[config.mk]
export PLATFORM = sky130hd
export DESIGN_NAME = led_scan_controller
export DESIGN_NICKNAME = d
export VERILOG_FILES = /design/src/rtl/led_scan_controller.sv
export SDC_FILE = /design/constraint.sdc
export NUM_CORES = 1
export LEC_CHECK = 0
export CAP_MARGIN = 20
export CORE_MARGIN = 2
export CORE_UTILIZATION = 52
export CTS_CLUSTER_SIZE = 16
export DETAILED_ROUTE_END_ITERATION = 8
export MAX_ROUTING_LAYER = met4
export PLACE_DENSITY = 0.84
export SLEW_MARGIN = 20
export SYNTH_ARGS = -nofsm -noshare
export SYNTH_HDL_FRONTEND = slang
export SYNTH_SLANG_ARGS = --single-unit
[constraint.sdc]
create_clock -name clk -period 3.5 [get_ports clk]
set_clock_uncertainty 0.05 [all_clocks]
set_input_delay 0.7 -clock clk [delete_from_list [all_inputs] [get_ports clk]]
set_output_delay 0.7 -clock clk [all_outputs]
set_load 0.02 [all_outputs]
[src/rtl/led_scan_controller.sv]
// rtl/led_scan_controller.sv - column-scanning LED driver for a Conway board with one-deep frame buffer
// Blank/show FSM walks the columns; a new frame is staged in pending and swapped in at the frame boundary.
module led_scan_controller #(
  parameter int N     = 5,
  parameter int DWELL = 1000,
  parameter int BLANK = 2
) (
  input  logic             clk,
  input  logic             rst,
  input  logic [N*N-1:0]   cells_in,
  input  logic             cells_valid,
  output logic             cells_ready,
  output logic             ena,
  output logic [$clog2(N):0] x,
  output logic [N*N-1:0]   cells,
  output logic             frame_done
);

  localparam int NN   = N * N;
  localparam int XW   = $clog2(N) + 1;
  localparam int MAXC = (BLANK > DWELL) ? BLANK : DWELL;
  localparam int CW   = $clog2(MAXC + 1);

  if (N < 1 || N > 8 || DWELL < 1 || BLANK < 1) begin : g_bad_params
    $error("led_scan_controller: illegal parameters N=%0d DWELL=%0d BLANK=%0d", N, DWELL, BLANK);
  end

  typedef enum logic {
    S_BLANK = 1'b0,
    S_SHOW  = 1'b1
  } state_t;

  state_t          state_q, state_d;
  logic [CW-1:0]   cnt_q, cnt_d;
  logic [XW-1:0]   x_q, x_d;
  logic [NN-1:0]   cells_q, cells_d;
  logic [NN-1:0]   pending_q, pending_d;
  logic            pending_full_q, pending_full_d;
  logic            frame_done_q, frame_done_d;
  logic            boundary;
  logic            handshake;

  always_ff @(posedge clk) begin
    if (rst) begin
      state_q        <= S_BLANK;
      cnt_q          <= '0;
      x_q            <= '0;
      cells_q        <= '0;
      pending_q      <= '0;
      pending_full_q <= 1'b0;
      frame_done_q   <= 1'b0;
    end else begin
      state_q        <= state_d;
      cnt_q          <= cnt_d;
      x_q            <= x_d;
      cells_q        <= cells_d;
      pending_q      <= pending_d;
      pending_full_q <= pending_full_d;
      frame_done_q   <= frame_done_d;
    end
  end

  always_comb begin
    state_d        = state_q;
    cnt_d          = cnt_q;
    x_d            = x_q;
    cells_d        = cells_q;
    pending_d      = pending_q;
    pending_full_d = pending_full_q;
    boundary       = 1'b0;
    handshake      = cells_valid && !pending_full_q;

    case (state_q)
      S_BLANK: begin
        if (cnt_q == CW'(BLANK - 1)) begin
          state_d = S_SHOW;
          cnt_d   = '0;
        end else begin
          cnt_d = cnt_q + 1'b1;
        end
      end
      S_SHOW: begin
        if (cnt_q == CW'(DWELL - 1)) begin
          state_d = S_BLANK;
          cnt_d   = '0;
          // Column advances only on leaving SHOW, so x is frozen while lit.
          if (x_q == XW'(N - 1)) begin
            x_d      = '0;
            boundary = 1'b1;
          end else begin
            x_d = x_q + 1'b1;
          end
        end else begin
          cnt_d = cnt_q + 1'b1;
        end
      end
      default: begin
        state_d = S_BLANK;
        cnt_d   = '0;
      end
    endcase

    frame_done_d = boundary;

    if (boundary && pending_full_q) begin
      cells_d        = pending_q;
      pending_full_d = 1'b0;
    end

    // A handshake can only occur with pending empty, so it never collides with the swap above.
    if (handshake) begin
      pending_d      = cells_in;
      pending_full_d = 1'b1;
    end
  end

  assign ena         = (state_q == S_SHOW);
  assign x           = x_q;
  assign cells       = cells_q;
  assign cells_ready = !pending_full_q;
  assign frame_done  = frame_done_q;

endmodule

==> metrics <==
half-perimeter wire length after placement=approximately 3500 um; Slew @ Worst Pin=0.845 ns; synthesized cell area=2520 um2; Resized Gates After CTS=0; series of cell instances along the critical path=ha_1 > nand4_1 > or4_1 > nand2_1 > a21oi_1; Nets=approximately 400; number of H-tree branching levels=3; routed len/inst=between 10 and 15 um; met2 Use GR=0.348; GR met3 Demand/Resource=0.0466; number of iterations in the first detailed-routing pass=4; number of DRC violations after detailed routing=0; cell class contributing the biggest share of worst-path delay=simple AND/OR/NAND/NOR gates; die area=about 5400 um2; data arrival at the endpoint of the critical path=~2.4 ns; master cell of the clock root buffer=sky130_fd_sc_hd__clkbuf_8; worst-skew pair later-pin latency=roughly 0.33 ns; area growth from synthesis to layout=31.5%; cell depth of the worst min-delay path=2; peak clock frequency supported by timing=around 440 MHz; met1 demand-to-capacity share in global routing=0.261; Final Hold Vio Count=0; Worst Hold Class=flop to flop; sequential cell area fraction in the yosys report=0.531; overall die height=73.7 um; row count=25; Static Leakage=approximately 1.2 nW; crit path kind=flop to flop; launching point of the worst reg2reg path=cnt_q[0]$_SDFF_PP0_; clock-pin slew on the worst setup and hold paths=around 0.070 ns; Antenna Cells=0; total clock sinks=67; mean instance size in the synthesized netlist=approximately 8.1 um2; number of routed nets with antenna violations=0; buffer depth of the longest clock path=2; number of violations of the max-capacitance limit=0; post-synthesis cell count=310; R2R Setup Slk=approximately 1.2 ns; switching share of power=0.215; Worst Hold End=cells[23]$_SDFFE_PP0P_; RePlAce Congestion=between 0.8 and 0.9; number of setup buffers added after CTS=0; Power Internal=1.25 mW; vias in the first global route=just over 2000; unique cell type count in the Yosys netlist=29; critical path's slowest cell=sky130_fd_sc_hd__or4_1; final core utilization=0.707; part of the power in combinational logic=0.071; number of antenna violations at the first check in global routing=0; most common library cell in the layout ignoring fill and taps=sky130_fd_sc_hd__nand2_1; number of buffers added by the clock tree synthesis step=9; most used cells in the layout excluding fill and tap cells=sky130_fd_sc_hd__nand2_1 (108), sky130_fd_sc_hd__dfxtp_1 (67), sky130_fd_sc_hd__clkdlybuf4s50_1 (58), sky130_fd_sc_hd__a21oi_1 (54), sky130_fd_sc_hd__nor2_1 (17); buffers and inverters on the worst path=0; Boundary Pins=60; die span in x=~74 um; maximum cell stage delay along the critical path=between 0.9 and 1 ns; worst reg-to-reg path cell count=5; tightest slew margin relative to the limit=0.435; most used routing layer in global routing=met2; minimum clock period after layout=about 2.3 ns; RR Endpoint=cells[5]$_SDFFE_PP0P_; maximum fanout along the worst path=25; Post-Route Setup TNS=0 ns; count of pins over their slew limit=0; Worst setup SP type=flop; EDFF count, synth=0; total nets after synthesis=342; Reg power frac=0.508; detailed router's first-iteration violation count=between 150 and 200; share of the cycle needed by the critical path after routing=0.655; sum of routed wire length over all layers=between 5000 and 6000 um; total of buffers placed on input and output ports=59; maximum ir drop on the vdd rail=0.000275 V; clock network fraction of total power=0.421; required time of the worst setup path=around 3.6 ns; endpoint class of the critical path=flop; Pwr Density=~480 nW/um2; total net switching power=0.342 mW; Setup-failing EPs final=0; setup repair after global routing missed its margin=false; worst hold path startpoint=cells[23]$_SDFFE_PP0P_; proportion of layout cells with a drive suffix above 1=0.0598; share of async-settable or async-resettable flops after synthesis=0; Initial Utilization=0.538; count of synthesis-stage warnings from yosys=0; TritonCTS clock tree=done; register bit count reported by yosys=67; DR vias/cell=roughly 5.2; count of hold buffers inserted by post-cts repair=0; first-pass GRT wire length=between 8000 and 9000 um; most used flip-flop cell after synthesis=sky130_fd_sc_hd__dfxtp_1; total gr overflow=0; global-route total usage across every layer=0.224; total via count after detailed routing=about 2200; pin count of the biggest net entering global routing=slightly below 60; placeable core region=around 4700 um2; run status=finished, final reports clean
-- cell usage after synthesis, types with 3 or more instances --
master / count / area, um2
sky130_fd_sc_hd__nand2_1: 108 / 405
sky130_fd_sc_hd__nor2_1: 17 / 63.8
sky130_fd_sc_hd__clkbuf_1: 11 / 41.3
sky130_fd_sc_hd__a21oi_1: 54 / 270
sky130_fd_sc_hd__nor3_1: 4 / 20.0
sky130_fd_sc_hd__xnor2_1: 6 / 52.6
sky130_fd_sc_hd__buf_2: 3 / 15.0
sky130_fd_sc_hd__nand4_1: 3 / 18.8
sky130_fd_sc_hd__dfxtp_1: 67 / 1340
sky130_fd_sc_hd__inv_1: 4 / 15.0
sky130_fd_sc_hd__nand3_1: 6 / 30.0
sky130_fd_sc_hd__ha_1: 4 / 50.1
-- worst max path at each step --
stage / from / end / slack [ns] / cells past startpoint
2_1_floorplan: cnt_q[0]$_SDFF_PP0_ / cells[11]$_SDFFE_PP0P_ / 1.66 / 7
3_3_place_gp: cells_valid / pending_q[5]$_SDFFE_PP0P_ / 1.28 / 4
3_5_place_dp: cnt_q[0]$_SDFF_PP0_ / cells[5]$_SDFFE_PP0P_ / 1.22 / 5
4_1_cts: cnt_q[0]$_SDFF_PP0_ / cells[5]$_SDFFE_PP0P_ / 1.19 / 5
5_1_grt: cnt_q[0]$_SDFF_PP0_ / cells[4]$_SDFFE_PP0P_ / 1.07 / 5
6_report: cnt_q[0]$_SDFF_PP0_ / cells[5]$_SDFFE_PP0P_ / 1.21 / 5
-- logic make-up after synthesis --
logic type / synth area share
buffers and inverters: 0.0402
and+or+nand+nor: 0.266
adders and majority gates: 0.0198
xor gates and xnor gates: 0.0278
AOI/OAI and AO/OA: 0.111
muxes: 0.00397
DFF: 0.531
-- power by group through the flow --
| stage | registers, mW | clock network [mW] | logic (mW) |
|---|---|---|---|
| 6_report | 0.809 | 0.670 | 0.113 |
| 5_1_grt | 0.812 | 0.709 | 0.127 |
| 4_1_cts | 0.808 | 0.681 | 0.115 |
| 3_5_place_dp | 0.825 | 0 | 0.113 |
| 3_3_place_gp | 0.823 | 0 | 0.112 |
| 2_1_floorplan | 0.822 | 0 | 0.0616 |
-- through the flow --
stage                     hold WS, ns  power (mW)  area [um2]  std cells  setup slack (ns)
after global placement          0.386       0.935        3120        409              1.28
after CTS                       0.404        1.60        3320        422              1.19
after global routing            0.424        1.65        3320        422              1.07
after floorplan                 0.387       0.884        2520        310              1.66
after detailed placement        0.394       0.938        3120        409              1.22
final                           0.403        1.59        3320        422              1.21
-- worst reg2reg max path, stage by stage (launching register included) --
cell and delay [ns]:
sky130_fd_sc_hd__dfxtp_1 0.41, sky130_fd_sc_hd__ha_1 0.26, sky130_fd_sc_hd__nand4_1 0.18, sky130_fd_sc_hd__or4_1 0.95, sky130_fd_sc_hd__nand2_1 0.22, sky130_fd_sc_hd__a21oi_1 0.09
-- layer usage --
metal | up-vias | wire (um)
met5 | - | 0
met1 | 997 | 2420
met3 | 15 | 284
li1 | 1127 | -
met4 | 0 | 181
met2 | 71 | 2680
-- final cells by class --
cell class / count / area (um2)
Inverter: 4 / 15.0
Clock buffer: 10 / 138
Clock inverter: 3 / 65.1
Multi-Input combinational cell: 222 / 1080
Tap cell: 54 / 67.6
Timing Repair Buffer: 62 / 608
Fill cell: 365 / 1370
Sequential cell: 67 / 1340
-- state kept, by name, indices dropped and copies added (netlist names) --
signal          flops
pending_full_q      1
cnt_q              10
frame_done          1
x                   4
pending_q          25
ena                 1
cells              25
(Power assumes the default switching activity.)
